**config.mk**
```make
export PLATFORM = sky130hd
export DESIGN_NAME = d0_rd_port
export DESIGN_NICKNAME = d
export VERILOG_FILES = /design/src/rtl/d0_rd_port.sv
export SDC_FILE = /design/constraint.sdc
export NUM_CORES = 1
export LEC_CHECK = 0
export ABC_CLOCK_PERIOD_IN_PS = 5950
export CORE_UTILIZATION = 55
export CTS_BUF_LIST = sky130_fd_sc_hd__clkbuf_4
export CTS_CLUSTER_DIAMETER = 50
export DETAILED_ROUTE_END_ITERATION = 8
export HOLD_SLACK_MARGIN = 0.05
export PLACE_DENSITY = 0.8
export SLEW_MARGIN = 5
export SYNTH_ARGS = -nofsm -noshare
export SYNTH_HDL_FRONTEND = slang
export SYNTH_SLANG_ARGS = --single-unit
```
**constraint.sdc**
```tcl
create_clock -name clk -period 5.95 [get_ports clk]
set_clock_uncertainty 0.15 [all_clocks]
set_input_delay 0.595 -clock clk [delete_from_list [all_inputs] [get_ports clk]]
set_output_delay 0.595 -clock clk [all_outputs]
set_load 0.01 [all_outputs]
```
**src/rtl/d0_rd_port.sv**
```systemverilog
// Sampling buffer for the D0 data register: rd_stb captures d_in into a
// small power-of-two FIFO that a downstream consumer drains with valid/ready.
module d0_rd_port #(
  parameter int WIDTH = 8,
  parameter int DEPTH = 4
) (
  input  logic                       clk,
  input  logic                       rst_n,
  input  logic                       rd_stb,
  input  logic [WIDTH-1:0]           d_in,
  output logic [WIDTH-1:0]           out_data,
  output logic                       out_valid,
  input  logic                       out_ready,
  output logic [$clog2(DEPTH):0]     level,
  output logic                       ovf,
  input  logic                       ovf_clr
);

  localparam int AW = $clog2(DEPTH);
  localparam int LW = AW + 1;

  logic [WIDTH-1:0] mem_r [DEPTH];
  logic [AW-1:0]    head_r;
  logic [AW-1:0]    tail_r;
  logic [LW-1:0]    level_r;
  logic             ovf_r;

  logic             full_s;
  logic             pop_s;
  logic             push_s;
  logic             overflow_s;
  logic [LW-1:0]    level_nxt_s;

  // Push/pop qualification; a pop frees the slot a full-buffer push needs.
  always_comb begin
    full_s     = (level_r == LW'(DEPTH));
    pop_s      = (level_r != {LW{1'b0}}) && out_ready;
    push_s     = rd_stb && (!full_s || pop_s);
    overflow_s = rd_stb && full_s && !pop_s;
  end

  // Occupancy next-state
  always_comb begin
    level_nxt_s = level_r;
    case ({push_s, pop_s})
      2'b10:   level_nxt_s = level_r + LW'(1);
      2'b01:   level_nxt_s = level_r - LW'(1);
      default: level_nxt_s = level_r;
    endcase
  end

  // Storage write; entries are cleared on reset so stale data never leaks out.
  always_ff @(posedge clk or negedge rst_n) begin
    if (!rst_n) begin
      for (int i = 0; i < DEPTH; i++) begin
        mem_r[i] <= {WIDTH{1'b0}};
      end
    end else if (push_s) begin
      mem_r[tail_r] <= d_in;
    end
  end

  // Pointers, occupancy and sticky overflow (set has priority over clear).
  always_ff @(posedge clk or negedge rst_n) begin
    if (!rst_n) begin
      head_r  <= {AW{1'b0}};
      tail_r  <= {AW{1'b0}};
      level_r <= {LW{1'b0}};
      ovf_r   <= 1'b0;
    end else begin
      if (push_s) begin
        tail_r <= tail_r + AW'(1);
      end
      if (pop_s) begin
        head_r <= head_r + AW'(1);
      end
      level_r <= level_nxt_s;
      if (overflow_s) begin
        ovf_r <= 1'b1;
      end else if (ovf_clr) begin
        ovf_r <= 1'b0;
      end
    end
  end

  // Outputs derive only from registered state, so reset clears them at once.
  always_comb begin
    out_valid = (level_r != {LW{1'b0}});
    level     = level_r;
    ovf       = ovf_r;
    if (out_valid) begin
      out_data = mem_r[head_r];
    end else begin
      out_data = {WIDTH{1'b0}};
    end
  end

endmodule

```
==> reports/metrics.yaml, run 1 <==
run_status:
  status: "complete, no violations"
placement:
  dp_hpwl_um: 2200
  place_inst: 193
  gp_congestion: 0.690
  pre_cts_slack_ns: 2.98
  port_buffers: 25
synth:
  synthSimpleGateAreaFrac_pct: 7.89
  synth.avg_cell_area_um2: 14.9
  synthAdderAreaFrac_pct: 4.38
  ys_warn_count: 0
  syn_nets: 146
  synthMuxAreaShare_pct: 29.8
  synth-xor-area-share_pct: 2.79
  synth_cells: 127
  synth_compound_area_share_pct: 0.265
  ys_seq_area_share_pct: 53.1
  synth_top_family_by_area: "multiplexers"
  synthesis.area_mm2: 0.00189
  synth_seq_cells: 40
  synthDistinctLibCells: 20
route:
  drc: 0
  drtIter0Drc: 30
  vias: 1070
  postRouteAntennaNets: 0
  via_per_inst: 5.32
  wl_per_cell_um: 15.9
  wl_um: 3200
  drtPass1Iterations: 4
cts:
  post_cts_buffers: 0
  h-tree-depth: 2
  clkLatencyLatePin_ns: 0.35
  clkTransAtPathRegs_ns: 0.11
  cts_root_buffer: "clkbuf_4"
  cts_resized: 0
  cts_tree: "yes"
  numCtsBuffers: 5
  clock_path_buffers: 2
  cts_hold_buf: 0
  clkSinkCount: 40
critical_path:
  reg2regPathDepth: 8
  reg2reg_slack_ns: 3.55
  critPathCaptureType: "output port"
  crit_type: "reg -> out"
  cp_max_fo: 10
  cp.arrival_ns: 2.33
  required_ns: 5.20
  crit_path_start_kind: "register"
final_layout:
  drive_gt1_share_pct: 35.7
  area_delta_synth_final_pct: 18.2
  final_common_cell: "dfrtp_1"
  final_cell_mix: "dfrtp_1, mux2_2, clkdlybuf4s50_1"
  final_cells: 201
  diodes: 0
  fin_nets: 175
floorplanning:
  rows: 20
  core_area_mm2: 0.00315
  dieWidth_um: 60.6
  initial_core_util_pct: 59.8
  io_pins: 26
  dieArea_mm2: 0.00367
  die_h_um: 60.6
global_route:
  grt_pass1_wl_um: 5240
  grt_use_met2_pct: 31.4
  antenna_found_initial: 0
  track_usage_pct: 20.8
  overflow: 0
  grt_max_degree: 41
  met3_usage_pct: 4.90
  grt_pass1_vias: 1085
  met1_usage_pct: 27.5
  grt-busiest-layer: "met2"
sta:
  setup_viol: 0
  period_minus_slack_ns: 3.07
  max_freq_mhz: 326
  relSlewSlack_pct: 42.2
  slew_viol_final: 0
  fin_setup_tns_ns: 0
  fin_ws_ns: 2.88
  rsz0062_at_grt: "false"
  hold-worst-slack_ns: 0.193
  worstMarginPinSlew_ns: 0.867
  finalHoldViolations: 0
  fin_crit_sh_pct: 51.6
flow_run:
  maxCapViolCount: 0
pwr:
  power.total_w: 0.00126
  cellPowerDensity_mw_per_mm2: 566
  power.leakage_nw: 0.938
  ir_worst_vdd_uv: 304
min_path:
  hold_class: "in -> async"
-- final timing paths --
kind | startpoint | endpoint
worst max-delay path | head_r[0] | out_data[1]
worst min-delay path | rst_n | mem_r[30]
worst max register to register | level[1] | level[2]
worst min register to register | mem_r[8] | mem_r[8]
max in group asynchronous | rst_n | mem_r[9]
min in group clk | mem_r[8] | mem_r[8]
-- worst max-delay path: stages (launching register included) --
cell and delay [ns]:
dfrtp_1 0.75, mux4_2 0.57, and2_1 0.18, clkdlybuf4s50_1 0.47
-- power by group --
group          leakage (nW)  switching, W  total [W]  internal, W
registers             0.475      0.000110   0.000520     0.000410
clock network        0.0338     0.0000835   0.000138    0.0000546
logic                 0.429      0.000207   0.000605     0.000398
-- layout make-up --
class / instances / area, um2
Timing Repair Buffer: 25 / 245
Clock inverter: 1 / 3.75
Fill cell: 233 / 922
Sequential cell: 40 / 1000
Tap cell: 44 / 55.1
Inverter: 6 / 22.5
Clock buffer: 7 / 52.6
Multi-Input combinational cell: 78 / 851
-- per-layer routing --
metal | part of all wire (%) | up-vias
met2 | 47 | 25
met1 | 48 | 542
met5 | 0 | -
li1 | - | 498
met3 | 4.0 | 5
met4 | 1.4 | 0
-- registers in the layout, summed over array words and instances, names as in the netlist --
signal	count
level	3
tail_r	2
ovf	1
head_r	2
mem_r	32
-- kinds of logic after synthesis --
logic type,count (synthesis)
adder cells (fa/ha/maj),6
multiplexers,42
AO/OA/AOI/OAI,1
AND/OR/NAND/NOR,23
flip-flops,40
XOR/XNOR,6
buffers and inverters,9
-- metrics by stage --
stage / area [um2] / util [%]
5_1_grt: 2230 / 70.8
3_5_place_dp: 2170 / 69.0
2_1_floorplan: 1890 / -
4_1_cts: 2230 / 70.8
6_report: 2230 / 70.8
3_3_place_gp: 2170 / 69.0
-- synthesized netlist by cell type --
cell type   n  area [um2]
mux4_2      8         180
or3_2       1        7.51
ha_1        5        62.6
mux2i_1     1        10.0
and2_1      9        56.3
buf_2       1        5.00
nor4b_4     1        23.8
clkbuf_1    2        7.51
o21ai_0     1        5.00
nor2_2      4        25.0
fa_1        1        20.0
xnor2_1     3        26.3
inv_1       6        22.5
mux2_2     33         372
xor2_1      3        26.3
nand2_1     5        18.8
nand3_1     1        5.00
nor2_1      1        3.75
or2b_2      1        8.76
dfrtp_1    40        1000
(Power assumes the default switching activity.)
==> run 2, diff against run 1 <==
- ABC_CLOCK_PERIOD_IN_PS: 5950 -> 2760
- CORE_UTILIZATION: 55 -> 51
- PLACE_DENSITY: 0.8 -> 0.78
- clock period: 5.95 -> 2.76 ns (I/O delays scaled with it)
==> run 2 against run 1 <==
Compared with the run above:
- sequential share of layout area shrank 0.74 points
- non-clock buffer count increased by 5
- critical path depth increased by 1
- first-iteration DRC count rose by 17%
- combinational power increased by 130%
- largest power group unchanged
- critical endpoint is now out_data[6]
==> reports/metrics.yaml, run 2 (synthesis results as in run 1) <==
pwr:
  ir_worst_vdd_uv: 532  # was 304 uV
  power.leakage_nw: 0.960  # was 0.938 nW
  cellPowerDensity_mw_per_mm2: 1210  # was 566 mW/mm2
route:
  wl_um: 3340  # was 3200 um
  drtIter0Drc: 35  # was 30
  via_per_inst: 5.37  # was 5.32
  drc: 0  # unchanged
  wl_per_cell_um: 16.0  # was 15.9 um
  postRouteAntennaNets: 0  # unchanged
  drtPass1Iterations: 4  # unchanged
  vias: 1116  # was 1070
global_route:
  grt_pass1_vias: 1198  # was 1085
  antenna_found_initial: 0  # unchanged
  track_usage_pct: 20.2  # was 20.8%
  grt_max_degree: 41  # unchanged
  overflow: 0  # unchanged
  grt_pass1_wl_um: 5870  # was 5240 um
min_path:
  min-delay-start: "ovf_clr"
  hold_class: "in -> reg"  # was in -> async
  min_delay_path_depth: 2
  hold_end: "ovf"
cts:
  cts_tree: "yes"  # unchanged
  numCtsBuffers: 5  # unchanged
  cts_resized: 0  # unchanged
  clock_path_buffers: 2  # unchanged
  clkSinkCount: 40  # unchanged
  cts_root_buffer: "clkbuf_4"  # unchanged
  clkTransAtPathRegs_ns: 0.12  # was 0.11 ns
  clkLatencyLatePin_ns: 0.35  # about the same
  h-tree-depth: 2  # unchanged
final_layout:
  final_cell_mix: "dfrtp_1, mux2_2, clkdlybuf4s50_1"  # unchanged
  seq_area_mm2: 0.00100  # unchanged
  largest_register_ff_count: 32  # unchanged
  diodes: 0  # unchanged
  largest_register: "mem_r"  # unchanged
  drive_gt1_share_pct: 37.0  # was 35.7%
  fin_nets: 180  # was 175
  final_common_cell: "dfrtp_1"  # unchanged
  multi_input_area_um2: 851  # unchanged
  area_delta_synth_final_pct: 20.2  # was 18.2%
  n_fill_cell: 245  # was 233
critical_path:
  r2r-start: "level[0]"  # was level[1]
  crit_type: "reg -> out"  # unchanged
  crit_family: "buffers and inverters"  # was flip-flops
  r2r-end: "level[2]"  # unchanged
  crit_path_start_kind: "register"  # unchanged
  cp_max_fo: 10  # unchanged
  reg2regPathDepth: 8  # unchanged
  critPathCaptureType: "output port"  # unchanged
  reg2reg_slack_ns: 0.50  # was 3.55 ns
  cp.arrival_ns: 2.14  # was 2.33 ns
  max_stage_delay_ns: 0.50  # was 0.75 ns
  required_ns: 2.33  # was 5.20 ns
  critPathBufInv: 2  # was 1
  crit_chain: "or3_2 -> buf_4 -> and2_1 -> clkdlybuf4s50_1"  # was mux4_2 -> and2_1 -> clkdlybuf4s50_1
  crit_slowest_cell: "or3_2"  # was dfrtp_1
sta:
  fin_setup_tns_ns: 0  # unchanged
  finalHoldViolations: 0  # unchanged
  fin_crit_sh_pct: 92.8
  slew_viol_final: 0  # unchanged
  rsz0062_at_grt: "false"  # unchanged
  max_freq_mhz: 390
  relSlewSlack_pct: 41.5  # was 42.2%
  worstMarginPinSlew_ns: 0.878  # was 0.867 ns
  setup_viol: 0  # unchanged
  period_minus_slack_ns: 2.56
  hold-worst-slack_ns: 0.362  # was 0.193 ns
run_status:
  status: "complete, no violations"  # unchanged
floorplanning:
  io_pins: 26  # unchanged
  core_area_mm2: 0.00344  # was 0.00315 mm2
  rows: 21  # was 20
  initial_core_util_pct: 54.8  # was 59.8%
  dieWidth_um: 62.8  # was 60.6 um
  die_h_um: 62.8  # was 60.6 um
  dieArea_mm2: 0.00395  # was 0.00367 mm2
flow_run:
  maxCapViolCount: 0  # unchanged
placement:
  gp_congestion: 0.755  # was 0.690
  port_buffers: 25  # unchanged
  dp_hpwl_um: 2340  # was 2200 um
-- run 2: worst max path at each step --
stage,startpoint,to,slack (ns),cells past startpoint
floorplan,level[0],level[2],0.47,8
global placement,out_ready,level[2],0.39,9
detailed placement,out_ready,level[2],0.25,9
CTS,level[1],out_data[7],0.18,4
global route,level[1],out_data[5],0.11,4
finish,level[0],out_data[6],0.20,4
-- run 2: worst register-to-register path: stages (launching register included) --
cell and delay (ns):
dfrtp_1 0.47, or3_2 0.50, and2_1 0.20, ha_1 0.23, inv_1 0.08, fa_1 0.18
xor2_1 0.14, nor2_1 0.06, xor2_1 0.14
-- run 2: cell type report --
class / count / area share (%)
clock buffer: 5 / 1.65
clock inverter: 3 / 0.607
inverter: 6 / 0.993
multi-input combinational: 78 / 37.5
sequential: 40 / 44.1
tap: 46 / 2.54
timing repair buffer: 30 / 12.6
-- run 2: per-layer routing --
layer / share of wire [%] / global-route usage, % / routed length [um] / vias to the layer above
met5: 0 / 0 / 0 / -
met4: 2.2 / 7.85 / 74 / 0
met3: 4.8 / 6.39 / 160 / 7
met2: 52 / 33.6 / 1730 / 26
met1: 41 / 24.4 / 1380 / 572
li1: - / - / - / 511
-- run 2: where the power goes --
| group | internal [W] | total [W] | leakage (nW) | switching (W) |
|---|---|---|---|---|
| registers | 0.000885 | 0.00108 | 0.475 | 0.000200 |
| clock network | 0.0000935 | 0.000279 | 0.0324 | 0.000186 |
| logic | 0.000891 | 0.00139 | 0.453 | 0.000496 |
-- run 2: what timing repair did --
item,in CTS,in global routing
endpoints found under the hold margin,40,0
hold buffers,1,0
setup endpoints to repair,0,0
buffers inserted,0,0
-- run 2: metrics by stage --
step / worst slack (ns) / instances / total power, W / utilization (%) / cell area, um2
2_1_floorplan: 0.470 / 127 / 0.00195 / - / 1890
3_3_place_gp: 0.395 / 199 / 0.00244 / 64.1 / 2210
3_5_place_dp: 0.254 / 199 / 0.00250 / 64.1 / 2210
4_1_cts: 0.177 / 208 / 0.00278 / 65.9 / 2270
5_1_grt: 0.115 / 208 / 0.00295 / 65.9 / 2270
6_report: 0.199 / 208 / 0.00275 / 65.9 / 2270
